### config.mk
export PLATFORM = sky130hd
export DESIGN_NAME = matvec_array
export DESIGN_NICKNAME = d
export VERILOG_FILES = /design/src/rtl/matvec_pkg.sv /design/src/rtl/matvec_array_mac_pe.sv /design/src/rtl/matvec_array.sv
export SDC_FILE = /design/constraint.sdc
export NUM_CORES = 2
export LEC_CHECK = 0
export CAP_MARGIN = 40
export CORE_UTILIZATION = 44
export DETAILED_ROUTE_END_ITERATION = 6
export PLACE_DENSITY = 0.68
export RECOVER_POWER = 25
export SLEW_MARGIN = 20
export SYNTH_ARGS = -nofsm -noshare
export SYNTH_HDL_FRONTEND = slang
export SYNTH_SLANG_ARGS = --single-unit
### constraint.sdc
create_clock -name clk -period 6.05 [get_ports clk]
set_input_delay 1.21 -clock clk [delete_from_list [all_inputs] [get_ports clk]]
set_output_delay 1.21 -clock clk [all_outputs]
set_load 0.01 [all_outputs]
### src/rtl/matvec_pkg.sv
// Shared state encoding and sizing helpers for the matvec_array engine.
package matvec_pkg;

    typedef logic [1:0] state_t;

    localparam state_t ST_FILL = 2'd0;
    localparam state_t ST_CALC = 2'd1;
    localparam state_t ST_DONE = 2'd2;

    // Width of ld_sel: codes 0..rows-1 address A rows, code rows addresses B.
    function automatic int sel_width(input int rows);
        return $clog2(rows + 1);
    endfunction

    // Cycles spent in CALC: the skew across rows plus one pass over the columns.
    function automatic int calc_len(input int rows, input int cols);
        return rows + cols - 1;
    endfunction

endpackage

### src/rtl/matvec_array_mac_pe.sv
// One multiply-accumulate element of the skewed chain; forwards b and enable
// to its neighbour through registers.
module mac_pe #(
    parameter int DATA_WIDTH = 8,
    parameter int ACC_WIDTH  = 24,
    parameter int SIGNED     = 0
) (
    input  logic                  clk,
    input  logic                  rst,
    input  logic                  clr,
    input  logic                  en_in,
    input  logic [DATA_WIDTH-1:0] b_in,
    input  logic [DATA_WIDTH-1:0] a_in,
    output logic                  en_out,
    output logic [DATA_WIDTH-1:0] b_out,
    output logic [ACC_WIDTH-1:0]  acc
);
    localparam int PW = 2 * DATA_WIDTH;

    logic [ACC_WIDTH-1:0] prod_ext;

    if (SIGNED != 0) begin : g_signed
        logic signed [PW-1:0] prod;
        // Size casts of signed operands sign-extend, so the product and its
        // widening to the accumulator keep two's-complement meaning.
        assign prod     = PW'($signed(a_in)) * PW'($signed(b_in));
        assign prod_ext = ACC_WIDTH'(prod);
    end else begin : g_unsigned
        logic [PW-1:0] prod;
        assign prod     = PW'(a_in) * PW'(b_in);
        assign prod_ext = ACC_WIDTH'(prod);
    end

    // NOTE: sequential state uses non-blocking assignments so every register
    // samples the pre-edge value of its neighbours.
    always_ff @(posedge clk) begin
        if (rst) begin
            en_out <= 1'b0;
            b_out  <= '0;
            acc    <= '0;
        end else begin
            en_out <= en_in;
            b_out  <= b_in;
            if (clr)
                acc <= '0;
            else if (en_in)
                acc <= acc + prod_ext;
        end
    end

endmodule

### src/rtl/matvec_array.sv
// Matrix-vector engine: stream A rows and B into per-row buffers, run a
// skewed MAC chain, then hold C = A*B until the next job is requested.
module matvec_array
    import matvec_pkg::*;
#(
    parameter int ROWS       = 8,
    parameter int COLS       = 8,
    parameter int DATA_WIDTH = 8,
    parameter int ACC_WIDTH  = 24,
    parameter int SIGNED     = 0
) (
    input  logic                       clk,
    input  logic                       rst,
    input  logic                       ld_valid,
    output logic                       ld_ready,
    input  logic [sel_width(ROWS)-1:0] ld_sel,
    input  logic [DATA_WIDTH-1:0]      ld_data,
    input  logic                       reuse_a,
    input  logic                       next,
    output logic                       busy,
    output logic                       done,
    output logic                       c_valid,
    output logic [ROWS*ACC_WIDTH-1:0]  c_out
);
    localparam int SW   = sel_width(ROWS);
    localparam int CW   = $clog2(COLS + 1);
    localparam int IW   = (COLS > 1) ? $clog2(COLS) : 1;
    localparam int RW   = (ROWS > 1) ? $clog2(ROWS) : 1;
    localparam int LAST = calc_len(ROWS, COLS) - 1;
    localparam int TW   = $clog2(LAST + 2);

    state_t                state;
    logic [TW-1:0]         t;
    logic [DATA_WIDTH-1:0] a_buf [ROWS][COLS];
    logic [DATA_WIDTH-1:0] b_buf [COLS];
    logic [CW-1:0]         wr_cnt [ROWS+1];
    logic [CW-1:0]         rd_cnt [ROWS+1];
    logic [ROWS:0]         full;
    logic                  sel_ok;
    logic                  wr_en;
    logic [IW-1:0]         wr_idx;
    logic                  clr;
    logic [ROWS:0]         en_chain;
    logic [DATA_WIDTH-1:0] b_chain [ROWS+1];
    logic [DATA_WIDTH-1:0] a_rd [ROWS];
    logic [ACC_WIDTH-1:0]  acc [ROWS];
    logic                  chain_unused;

    // NOTE: every signal written in always_comb gets a default first, so no
    // path through the block can infer a latch.
    always_comb begin
        full = '0;
        for (int i = 0; i <= ROWS; i++)
            full[i] = (wr_cnt[i] == CW'(COLS));
    end

    // Codes above ROWS address nothing: they are accepted and dropped.
    assign sel_ok = (ld_sel <= SW'(ROWS));

    always_comb begin
        ld_ready = 1'b0;
        if (state == ST_FILL)
            ld_ready = sel_ok ? !full[ld_sel] : 1'b1;
    end

    assign wr_en  = ld_valid && ld_ready && sel_ok;
    assign wr_idx = wr_cnt[ld_sel][IW-1:0];

    // NOTE: buffer storage has no reset; the counters alone define which
    // entries are meaningful, so a reset discards contents without clearing.
    always_ff @(posedge clk) begin
        if (wr_en) begin
            if (ld_sel == SW'(ROWS))
                b_buf[wr_idx] <= ld_data;
            else
                a_buf[ld_sel[RW-1:0]][wr_idx] <= ld_data;
        end
    end

    always_ff @(posedge clk) begin
        if (rst) begin
            state <= ST_FILL;
            t     <= '0;
            done  <= 1'b0;
            for (int i = 0; i <= ROWS; i++) begin
                wr_cnt[i] <= '0;
                rd_cnt[i] <= '0;
            end
        end else begin
            done <= 1'b0;
            case (state)
                ST_FILL: begin
                    if (&full) begin
                        state <= ST_CALC;
                        t     <= '0;
                    end else if (wr_en) begin
                        wr_cnt[ld_sel] <= wr_cnt[ld_sel] + CW'(1);
                    end
                end
                ST_CALC: begin
                    t <= t + TW'(1);
                    if (en_chain[0])
                        rd_cnt[ROWS] <= rd_cnt[ROWS] + CW'(1);
                    for (int r = 0; r < ROWS; r++)
                        if (en_chain[r])
                            rd_cnt[r] <= rd_cnt[r] + CW'(1);
                    if (t == TW'(LAST)) begin
                        state <= ST_DONE;
                        done  <= 1'b1;
                    end
                end
                ST_DONE: begin
                    if (next) begin
                        state        <= ST_FILL;
                        wr_cnt[ROWS] <= '0;
                        for (int i = 0; i <= ROWS; i++)
                            rd_cnt[i] <= '0;
                        // With reuse the A rows stay full and only B reloads.
                        if (!reuse_a)
                            for (int r = 0; r < ROWS; r++)
                                wr_cnt[r] <= '0;
                    end
                end
                default: state <= ST_FILL;
            endcase
        end
    end

    assign clr         = (state == ST_DONE) && next;
    assign en_chain[0] = (state == ST_CALC) && (rd_cnt[ROWS] != CW'(COLS));
    assign b_chain[0]  = b_buf[rd_cnt[ROWS][IW-1:0]];

    for (genvar r = 0; r < ROWS; r++) begin : g_row
        // Row r sees B[k] r cycles late, so its own pointer follows its enable.
        assign a_rd[r] = a_buf[r][rd_cnt[r][IW-1:0]];

        mac_pe #(
            .DATA_WIDTH(DATA_WIDTH),
            .ACC_WIDTH (ACC_WIDTH),
            .SIGNED    (SIGNED)
        ) u_pe (
            .clk   (clk),
            .rst   (rst),
            .clr   (clr),
            .en_in (en_chain[r]),
            .b_in  (b_chain[r]),
            .a_in  (a_rd[r]),
            .en_out(en_chain[r+1]),
            .b_out (b_chain[r+1]),
            .acc   (acc[r])
        );

        assign c_out[r*ACC_WIDTH +: ACC_WIDTH] = acc[r];
    end

    assign chain_unused = ^{en_chain[ROWS], b_chain[ROWS]};
    assign busy         = (state == ST_CALC);
    assign c_valid      = (state == ST_DONE);

endmodule
== Word-level counts from Yosys, hierarchy flattened ==
Memories as Yosys holds them, arrays and structs flattened.
Index checks and enable logic that the tools add are counted.
Word-level totals
  bits in registers: 262
  memory bits (writable): 648
  input port bits: 17
  output and inout bits: 196
  logic and storage cells: 257
  memories kept: 4
Operators by class
  add/subtract/negate cells: 19
  multiply operators: 8
  order comparisons: 12
  equality and inequality tests: 17
  muxes and demuxes: 121
  bitwise operators: 37
  reductions and logical operators: 14
Memory list
  a_buf: depth 8, width 64, rd ports 8, clocked after memory_dff 0, wr ports 1, RTL line matvec_array.sv:34  | logic [DATA_WIDTH-1:0] a_buf [ROWS][COLS];
  b_buf: depth 8, width 8, rd ports 1, clocked after memory_dff 0, wr ports 1, RTL line matvec_array.sv:35  | logic [DATA_WIDTH-1:0] b_buf [COLS];
  rd_cnt: depth 9, width 4, rd ports 9, clocked after memory_dff 0, wr ports 9, RTL line matvec_array.sv:37  | logic [CW-1:0] rd_cnt [ROWS+1];
  wr_cnt: depth 9, width 4, rd ports 10, clocked after memory_dff 0, wr ports 9, RTL line matvec_array.sv:36  | logic [CW-1:0] wr_cnt [ROWS+1];
Operator list (number)
  adder 24 x 16 -> 24 bit: 8
  binary-select mux 8 bit (select 3 bit): 8
  two-way mux 8 bit: 17
  multiplier 8 x 8 -> 16 bit: 8
  two-way mux 4 bit: 30
  two-way mux 64 bit: 1
  two-way mux 1 bit: 58
  adder 4 x 1 -> 4 bit, second input constant: 11
  == test 4 bit, second input constant: 11
  >= comparator 4 bit, second input constant: 9
  inverter 3 -> 4 bit: 9
  bitwise OR 1 bit: 27
  demux 8 bit (select 3 bit): 1
  AND reduction 9 bit: 1
  one-hot mux 4 bit (2 select lines): 1
  two-way mux 2 bit: 3
  one-hot mux 2 bit (3 select lines): 1
  logical AND 1 bit: 5
  < comparator 4 x 5 -> 1 bit, second input constant: 1
  binary-select mux 1 bit (select 4 bit): 1
  <= comparator 4 bit, second input constant: 1
  < comparator 4 x 1 -> 1 bit, second input constant: 1
  inequality test 2 x 1 -> 1 bit, second input constant: 2
  inequality test 4 bit, second input constant: 1
  11 further kinds: 12

== Longest topological paths before layout ==
An unclocked memory read counts as a cell.
  word-level depth: 16
  mapped depth: 22
  gate-level depth less buffers: 20

== By module ==
From an unflattened synthesis, not the netlist that was laid out.
Unflattened totals
  cell total of the unflattened synthesis: 4989
  area, all modules: 58648.7 µm²
By module, submodules not included
  matvec_array: times used 1, cells each 1316, area an instance 26844.5 µm², sequential area each 20199.4 µm²
  mac_pe (g_row[1].u_pe ...): times used 3, cells each 462, area an instance 4026.4 µm², sequential area each 660.6 µm²
  mac_pe (g_row[7].u_pe): times used 1, cells each 468, area an instance 4003.8 µm², sequential area each 660.6 µm²
  mac_pe (g_row[5].u_pe): times used 1, cells each 460, area an instance 3956.3 µm², sequential area each 660.6 µm²
  mac_pe (g_row[6].u_pe): times used 1, cells each 455, area an instance 3946.3 µm², sequential area each 660.6 µm²
  mac_pe (g_row[0].u_pe): times used 1, cells each 461, area an instance 3941.3 µm², sequential area each 660.6 µm²
  mac_pe (g_row[4].u_pe): times used 1, cells each 443, area an instance 3877.5 µm², sequential area each 660.6 µm²

== Least setup slack after synthesis ==
Ideal clock, no wire load.
  kind: register to register
  start: memory rd_cnt[0][28] (netlist bit)
  end: register g_row[7].u_pe.acc[21]
  library setup time: 0.128 ns
  arrival: 6.338 ns
  data required time: 5.922 ns
  path slack: -0.416 ns
  cell stages (with the launch flop): 20
  path buffers: 2
  period minus slack after synthesis: 6.466 ns
  path through: edfxtp_1 clkbuf_1 buf_1 mux4_2 mux2_2 and2_1 fa_1 inv_1 fa_1 fa_1 fa_1 inv_1 ha_1 a21o_1 a221o_1 o41ai_1 a211oi_1 o211ai_1 xor2_1 nor2_1
RTL lines
  start, declared: RTL line matvec_array.sv:37
  end signal, assigned: RTL line matvec_array_mac_pe.sv:47  | acc <= acc + prod_ext;
  end, declared: RTL line matvec_array_mac_pe.sv:16  | output logic [ACC_WIDTH-1:0] acc

==> qor.yml <==
p_sw_w: 0.003700
fin_cells: 7029
ant_nets: 0
max_freq_ghz: 0.1723
viasPerCell: 5.280
grt_pass1_vias: 37641
synth.area.mux_share_pct: 9.271
synth-edff-count: 668
synthCells: 4809
slew_viol_final: 637
synth_warnings: 0
core_area_um2: 128200
comb_power_share_pct: 11.3
via_count: 37113
cell_internal_pwr_w: 0.01126
fillers: 11097
die_y_um: 362.2
fin_util_pct: 51.45
outcome: "finished, violations left"
clkTransAtPathRegs_ns: 0.06
wl_per_cell_um: 19.48
synth_area_um2: 57100
synth_fa_ha_area_share_pct: 21.50
synthFlopType: "edfxtp_1"
grt_pass1_wl_um: 216500
max_slew.worst_pin.slew_ns: 3.588
hold_path_class: "reg2reg"
synth_cell_types: 77
synth-compound-area-share_pct: 5.566
synth_top_family_by_area: "adder cells"
critPathLaunchType: "flop"
p_per_area_nw_per_um2: 226.8
wl_um: 137000
htreeDepth: 3
area_growth_pct: 15.50
rows: 131
synthSimpleGateAreaFrac_pct: 11.92
hold_path_depth: 2
grt_usage_pct: 21.13
setup_viol: 0
antenna_found_initial: 4
hpwl_um: 99590
end_kind: "flop"
clock-root-buffer: "clkbuf_16"
p_leak_nw: 27.12
crit_type: "reg2reg"
dieArea_um2: 131200
ys_seq_area_share_pct: 44.31
critPathArrivalTime_ns: 6.42
switching_share_pct: 24.73
timing.final.crit_share_pct: 95.91
initial_core_util_pct: 44.55
cp_cell_sequence: "buf_12, mux4_2, mux2_2, and2_1, fa_1, inv_1, fa_1, fa_1, fa_1, inv_1, ha_1, a21o_1, a221o_1, a2111oi_4, o21a_1, o21ba_2, o21ai_0, a21oi_1"
holdWs_ns: 0.4738
hold_buffers: 0
place_congestion: 0.8719
cap_violations: 10
nNetsFinal: 5974
synth_xor_xnor_area_share_pct: 1.194
reg2reg_depth: 18
ios: 213
power.total_w: 0.01496
grt_max_degree: 73
skew_ns: 0.03721
drive_gt1_share_pct: 11.17
cts_buffer_depth: 3
slew_headroom_pct: -139.2
drt_iter0_markers: 2933
cts_buffers: 98
critPathMaxStageDelay_ns: 0.55
ys_ff_latch: 930
io_buffers: 212
dr.pass1.iters: 5
vdd_drop_max_mv: 0.2369
worstPathRequired_ns: 6.67
cts_num_sinks: 930
grt-ovfl-total: 0
clock_latency_ns: 0.72
async_flop_share_pct: 0
cts_tree: "done"
r2r_slack_ns: 0.25
die_w_um: 362.2
fin_crit_ns: 5.803
drcViolationCount: 0
placed_cell_area_um2: 62520
violations: "capacitance limit, slew limit"
clkPwrFrac_pct: 42.0
dp.cells: 6835
crit_top_cell: "fa_1"
critPathSlowestCell: "fa_1"
crit_fanout: 14
p_seq_share_pct: 46.7
avgSynthCellArea_um2: 11.87
postLayoutCellArea_um2: 65950
final_hold_viol_count: 0
==> power by group through the flow <==
stage,Sequential [W],Clock (W),Combinational (W)
after CTS,0.00698,0.00639,0.00169
after global placement,0.00711,0,0.00164
after floorplan,0.00708,0,0.00118
after detailed placement,0.00712,0,0.00168
final,0.00699,0.00628,0.00168
after global routing,0.00700,0.00663,0.00189
==> logic make-up after synthesis <==
logic type,after synthesis
flops,930
other cells,1
buf+inv,934
simple gates,1326
compound gates,483
mux,317
fa+ha+maj,741
xor+xnor,77
==> cell usage in the layout (no fill, tap or decap), types with 159 or more instances in the layout <==
| cell | instances |
|---|---|
| nor2b_1 | 245 |
| ha_1 | 341 |
| nand2_1 | 227 |
| dfxtp_1 | 262 |
| fa_1 | 400 |
| clkdlybuf4s50_1 | 203 |
| nor2_1 | 338 |
| edfxtp_1 | 668 |
| mux4_2 | 159 |
| buf_4 | 176 |
| inv_1 | 799 |
==> final timing paths <==
path | start | end
max | rd_cnt[0][28] | g_row[7].u_pe.acc[18]
max reg2reg | rd_cnt[0][28] | g_row[7].u_pe.acc[18]
min | g_row[0].u_pe.acc[2] | g_row[0].u_pe.acc[2]
min reg2reg | g_row[0].u_pe.acc[2] | g_row[0].u_pe.acc[2]
==> synthesized netlist by cell type, drive strengths merged (7+ instances only) <==
cell type | instances | area share, %
nand4 | 25 | 0.27
xnor2 | 43 | 0.66
fa | 400 | 14
a31oi | 18 | 0.20
dfxtp | 262 | 9.2
a211oi | 26 | 0.34
and2 | 90 | 0.99
edfxtp | 668 | 35
nor3 | 53 | 0.46
nor4 | 16 | 0.18
and4 | 11 | 0.17
nand3b | 13 | 0.17
mux2 | 27 | 0.53
clkbuf | 96 | 0.63
xor2 | 34 | 0.53
nor2 | 347 | 2.3
nand2b | 117 | 1.3
nand3 | 85 | 0.75
o21ai | 103 | 0.90
nand2 | 227 | 1.5
and3 | 28 | 0.31
mux4 | 165 | 6.5
o31ai | 14 | 0.18
a21oi | 117 | 1.0
inv | 799 | 5.3
mux2i | 125 | 2.2
ha | 341 | 7.5
nor2b | 245 | 2.7
a21o | 61 | 0.80
or4 | 7 | 0.099
buf | 38 | 0.34
nor4b | 11 | 0.17
a31o | 10 | 0.15
or3 | 28 | 0.31
o211ai | 21 | 0.28
o21a | 35 | 0.46
or2 | 19 | 0.21
==> worst max-delay path, delay by kind of cell (launching register included) <==
family	cells	cell delay [ns]
AO/OA/AOI/OAI	7	1.62
adder cells (fa/ha/maj)	5	2.35
buffers and inverters	3	0.28
flip-flops	1	0.39
multiplexers	2	0.87
AND/OR/NAND/NOR	1	0.20
==> routing by layer <==
layer / routed length (um) / GRT usage, % / vias up
met5: 37 / 0 / -
met4: 2941 / 5.585 / 6
met3: 7837 / 3.144 / 184
met2: 63970 / 34.07 / 989
met1: 62170 / 29.83 / 18724
li1: - / - / 17210
==> cell type report <==
| class | instances | area (um^2) | area share [%] |
|---|---|---|---|
| antenna | 2 | 5.005 | 0.007589 |
| clock buffer | 117 | 2575 | 3.904 |
| clock inverter | 65 | 767.0 | 1.163 |
| inverter | 800 | 3003 | 4.553 |
| multi-input combinational | 2972 | 28440 | 43.12 |
| sequential | 930 | 25300 | 38.37 |
| tap | 1729 | 2163 | 3.280 |
| timing repair buffer | 414 | 3697 | 5.606 |
==> flip-flops by register name (all words and copies together) (netlist names) <==
signal / cells
t: 4
done: 1
g_row.u_pe.b_out: 56
b_buf: 64
a_buf: 512
rd_cnt: 28
g_row.u_pe.acc: 192
g_row.u_pe.en_out: 7
state: 2
wr_cnt: 64
==> what timing repair did <==
item	4_1_cts	5_1_grt
resized for setup	0	15
endpoints found under the setup margin	0	20
buffers inserted	0	6
==> metrics by stage <==
step                setup WS (ns)  TNS (ns)
floorplan                0.004338         0
global placement           0.1369         0
detailed placement        0.08253         0
CTS                      0.003351         0
global route             -0.05025   -0.1109
finish                     0.2474         0
(Power assumes the default switching activity.)
